File: config.mk
export PLATFORM = sky130hd
export DESIGN_NAME = cu_fsm
export DESIGN_NICKNAME = d
export VERILOG_FILES = /design/src/rtl/cu_fsm.sv
export SDC_FILE = /design/constraint.sdc
export NUM_CORES = 1
export LEC_CHECK = 0
export ABC_CLOCK_PERIOD_IN_PS = 1380
export BUFFER_PORTS_ARGS = -buffer_cell sky130_fd_sc_hd__buf_2
export CORE_AREA = 2 2 39 41
export CTS_CLUSTER_SIZE = 16
export DETAILED_ROUTE_END_ITERATION = 16
export DIE_AREA = 0 0 41 43
export GPL_TIMING_DRIVEN = 1
export PLACE_DENSITY = 0.5
export SKIP_CTS_REPAIR_TIMING = 1
export SKIP_LAST_GASP = 1
export SYNTH_ARGS = -nofsm -noshare
export SYNTH_HDL_FRONTEND = slang
export SYNTH_SLANG_ARGS = --single-unit
export TNS_END_PERCENT = 30
File: constraint.sdc
create_clock -name CLK -period 1.38 [get_ports CLK]
set_clock_uncertainty 0.05 [all_clocks]
set_input_delay 0.276 -clock CLK [delete_from_list [all_inputs] [get_ports CLK]]
set_output_delay 0.276 -clock CLK [all_outputs]
set_load 0.05 [all_outputs]
File: src/rtl/cu_fsm.sv
// Multicycle control unit: FETCH/EXEC (+WRITEBACK for loads), with an INTR state for interrupt entry.
// Latency: 2 cycles per instruction, 3 for loads, +1 for interrupt entry. There is no backpressure, because the unit advances every cycle.
module cu_fsm (
    input  logic       CLK,
    input  logic       RST,
    input  logic [6:0] OPCODE,
    input  logic [2:0] FUNCT3,
    input  logic       INTR,
    input  logic       CSR_MIE,
    output logic       PCWrite,
    output logic       regWrite,
    output logic       memWE2,
    output logic       memRDEN1,
    output logic       memRDEN2,
    output logic       reset,
    output logic       csr_WE,
    output logic       int_taken,
    output logic       mret_exec,
    output logic [2:0] STATE
);

    localparam logic [2:0] ST_INIT  = 3'd0;
    localparam logic [2:0] ST_FETCH = 3'd1;
    localparam logic [2:0] ST_EXEC  = 3'd2;
    localparam logic [2:0] ST_WB    = 3'd3;
    localparam logic [2:0] ST_INTR  = 3'd4;

    localparam logic [6:0] OP_LOAD   = 7'b0000011;
    localparam logic [6:0] OP_STORE  = 7'b0100011;
    localparam logic [6:0] OP_BRANCH = 7'b1100011;
    localparam logic [6:0] OP_IMM    = 7'b0010011;
    localparam logic [6:0] OP_REG    = 7'b0110011;
    localparam logic [6:0] OP_LUI    = 7'b0110111;
    localparam logic [6:0] OP_AUIPC  = 7'b0010111;
    localparam logic [6:0] OP_JAL    = 7'b1101111;
    localparam logic [6:0] OP_JALR   = 7'b1100111;
    localparam logic [6:0] OP_SYSTEM = 7'b1110011;

    logic [2:0] state_q;
    logic [2:0] state_nxt;
    logic       irq_pending;

    assign irq_pending = INTR & CSR_MIE;
    assign STATE       = state_q;

    always_ff @(posedge CLK) begin
        if (RST) begin
            state_q <= ST_INIT;
        end else begin
            state_q <= state_nxt;
        end
    end

    always_comb begin
        state_nxt = ST_INIT;
        case (state_q)
            ST_INIT:  state_nxt = ST_FETCH;
            ST_FETCH: state_nxt = ST_EXEC;
            ST_EXEC: begin
                // Loads always complete their writeback before an interrupt may be taken.
                if (OPCODE == OP_LOAD) begin
                    state_nxt = ST_WB;
                end else begin
                    state_nxt = irq_pending ? ST_INTR : ST_FETCH;
                end
            end
            ST_WB:    state_nxt = irq_pending ? ST_INTR : ST_FETCH;
            ST_INTR:  state_nxt = ST_FETCH;
            default:  state_nxt = ST_INIT;
        endcase
    end

    always_comb begin
        PCWrite   = 1'b0;
        regWrite  = 1'b0;
        memWE2    = 1'b0;
        memRDEN1  = 1'b0;
        memRDEN2  = 1'b0;
        reset     = 1'b0;
        csr_WE    = 1'b0;
        int_taken = 1'b0;
        mret_exec = 1'b0;
        case (state_q)
            ST_INIT:  reset    = 1'b1;
            ST_FETCH: memRDEN1 = 1'b1;
            ST_EXEC: begin
                case (OPCODE)
                    OP_LOAD: memRDEN2 = 1'b1;
                    OP_STORE: begin
                        memWE2  = 1'b1;
                        PCWrite = 1'b1;
                    end
                    OP_IMM, OP_REG, OP_LUI, OP_AUIPC, OP_JAL, OP_JALR: begin
                        PCWrite  = 1'b1;
                        regWrite = 1'b1;
                    end
                    OP_SYSTEM: begin
                        PCWrite = 1'b1;
                        case (FUNCT3)
                            3'b001, 3'b010, 3'b011: begin
                                regWrite = 1'b1;
                                csr_WE   = 1'b1;
                            end
                            3'b000:  mret_exec = 1'b1;
                            default: ;
                        endcase
                    end
                    // Branches and unrecognised opcodes only advance the PC.
                    default: PCWrite = 1'b1;
                endcase
            end
            ST_WB: begin
                regWrite = 1'b1;
                PCWrite  = 1'b1;
            end
            ST_INTR: begin
                int_taken = 1'b1;
                PCWrite   = 1'b1;
            end
            default: ;
        endcase
    end

endmodule

==> flow_summary.yaml <==
die:
  placeableCoreArea_um2: 1380
  rows: 14
  fp.dieH_um: 43
  dieArea_um2: 1760
  initial_core_util_pct: 22.3
  io_pins: 26
  chipWidth_um: 41
logic_synthesis:
  synth_nets: 50
  synth_cells: 36
  ys_async_sr_fraction_pct: 0
  synthTopCellsByCount: "3 x dfxtp_1, 3 x nor4_2"
  yosysTopAreaCellShare_pct: 19.4
  yosysSeqAreaShare_pct: 19.4
  synth-edff-count: 0
  ys_warn_count: 0
  yosys-top-cells-area: "dfxtp_1 19%, nor4_2 12%, nor3_2 6.5%"
  avgSynthCellArea_um2: 8.58
  synth_ff_type: "dfxtp_1"
  syn-cell-area_um2: 309
  synth_seq_cells: 3
  synth.distinct_cells: 24
  post-synth-top-area-cell: "dfxtp_1"
global_route:
  gr-total-overflow: 0
  grtUsageTotal_pct: 12.5
  antenna_found_initial: 0
  grt_pass1_wl_mm: 1.59
  grt_pass1_vias: 431
  grt_max_degree: 8
sta:
  slew-limit-headroom_pct: 80.3
  setup_viol: 9
  whs_ns: 0.188
  fmax_mhz: 589
  period_needed_ns: 1.70
  rsz0062_at_grt: "true"
  fin_ws_ns: -0.317
  tightest_slew_ns: 0.293
  hold_viol: 0
  slew_violations: 0
  finalCritPeriodShare_pct: 123
routing:
  viasPerCell: 4.59
  wl_per_cell_um: 9.97
  dr_total_vias: 445
  drc_errors: 0
  first_pass_iters: 4
  postRouteAntennaNets: 0
  drtIter0Drc: 2
  wirelength_um: 967
clocking:
  clk_pin_slew_worst_paths_ns: 0.04
  htree_levels: 1
  clk_latency_ns: 0.22
  ctsRootBufferMaster: "clkbuf_4"
  cts_sinks: 3
  cts_max_path_buffers: 2
  cts_tree: "done"
  cts_buffers: 3
place:
  routabilityCongestion: 0.739
  dp_hpwl_um: 858
  port_buffers: 25
power:
  vdd.ir_drop.worst_mv: 0.595
  p_leak_nw: 0.348
  power_density_nw_per_um2: 653
worst_setup_path:
  crit_path_end_kind: "output pin"
  critical_path_class: "reg2out"
  worstPathArrival_ns: 1.37
  required_ns: 1.05
  worstRegToRegCells: 4
  path_max_fanout: 3
  cp-start-kind: "flop"
finish:
  utilization_pct: 51.7
  largest_reg_flops: 3
  syn_to_final_growth_pct: 132
  drive_gt1_share_pct: 76.5
  nNetsFinal: 96
  antennaDiodeCount: 0
flow_run:
  drv_cap: 0
hold_path:
  min_delay_path_depth: 2
  hold_class: "in2reg"
run_status:
  violations: "setup timing"
  outcome: "finished with violations"
==> metrics by stage <==
step / total power, mW / cells / worst slack [ns] / instance area, µm² / setup TNS, ns
3_5_place_dp: 0.322 / 93 / -0.342 / 666 / -1.80
4_1_cts: 0.474 / 97 / -0.417 / 692 / -2.59
6_report: 0.468 / 97 / -0.317 / 716 / -1.97
2_1_floorplan: 0.230 / 36 / -0.452 / 379 / -1.77
3_3_place_gp: 0.321 / 93 / -0.322 / 666 / -1.72
5_1_grt: 0.503 / 97 / -0.367 / 716 / -2.51
==> cells by family (layout without fill, tap and decap cells) <==
logic type	count (synthesis)	after routing	share of synthesized area, %
and+or+nand+nor	24	24	59.9
DFF	3	3	19.4
buffers and inverters	3	48	4.05
AOI/OAI and AO/OA	6	6	16.6
==> layer usage <==
metal	GRT usage, %	wire length [µm]	vias up
met4	4.00	0	0
met1	15.3	418	194
li1	-	-	229
met3	1.57	91	0
met5	0	0	-
met2	21.3	457	22
==> placed cells by master (no fill, tap or decap), drive strengths merged, types with 2 or more instances in the layout <==
cell,Yosys,layout
nand3,2,2
nor4,3,3
dfxtp,3,3
buf,1,41
inv,2,2
nand2,2,2
nor2,2,2
nor3,4,4
and2,2,2
a21oi,2,2
clkbuf,0,5
nor3b,2,2
and2b,2,2
==> final timing paths <==
path / startpoint / to / slack, ns
hold reg to reg: STATE[2] / STATE[1] / 0.51
setup reg to reg: STATE[2] / STATE[2] / 0.19
hold / removal: RST / STATE[2] / 0.19
setup / recovery: STATE[2] / regWrite / -0.32
==> where the power goes <==
group	internal [mW]	switching [mW]	leakage, nW	total (mW)
clock network	0.108	0.0386	0.0150	0.147
registers	0.0919	0.00580	0.0267	0.0977
logic	0.0913	0.132	0.306	0.223
total	0.291	0.176	0.348	0.468
==> worst max-delay path, cell delays in order, from the launching register on <==
cell	delay, ns
dfxtp_4	0.33
and2b_2	0.24
nand3_4	0.11
buf_4	0.15
o211ai_2	0.15
buf_6	0.18
==> layout make-up <==
class	instances	area (µm²)
multi-input cells	30	289
repair buffers	42	302
inverters	2	7.51
flip-flops and latches	3	71.3
clock buffers	4	26.3
fillers	137	668
well taps	16	20.0
No activity file was read; power rests on OpenSTA's default activity.
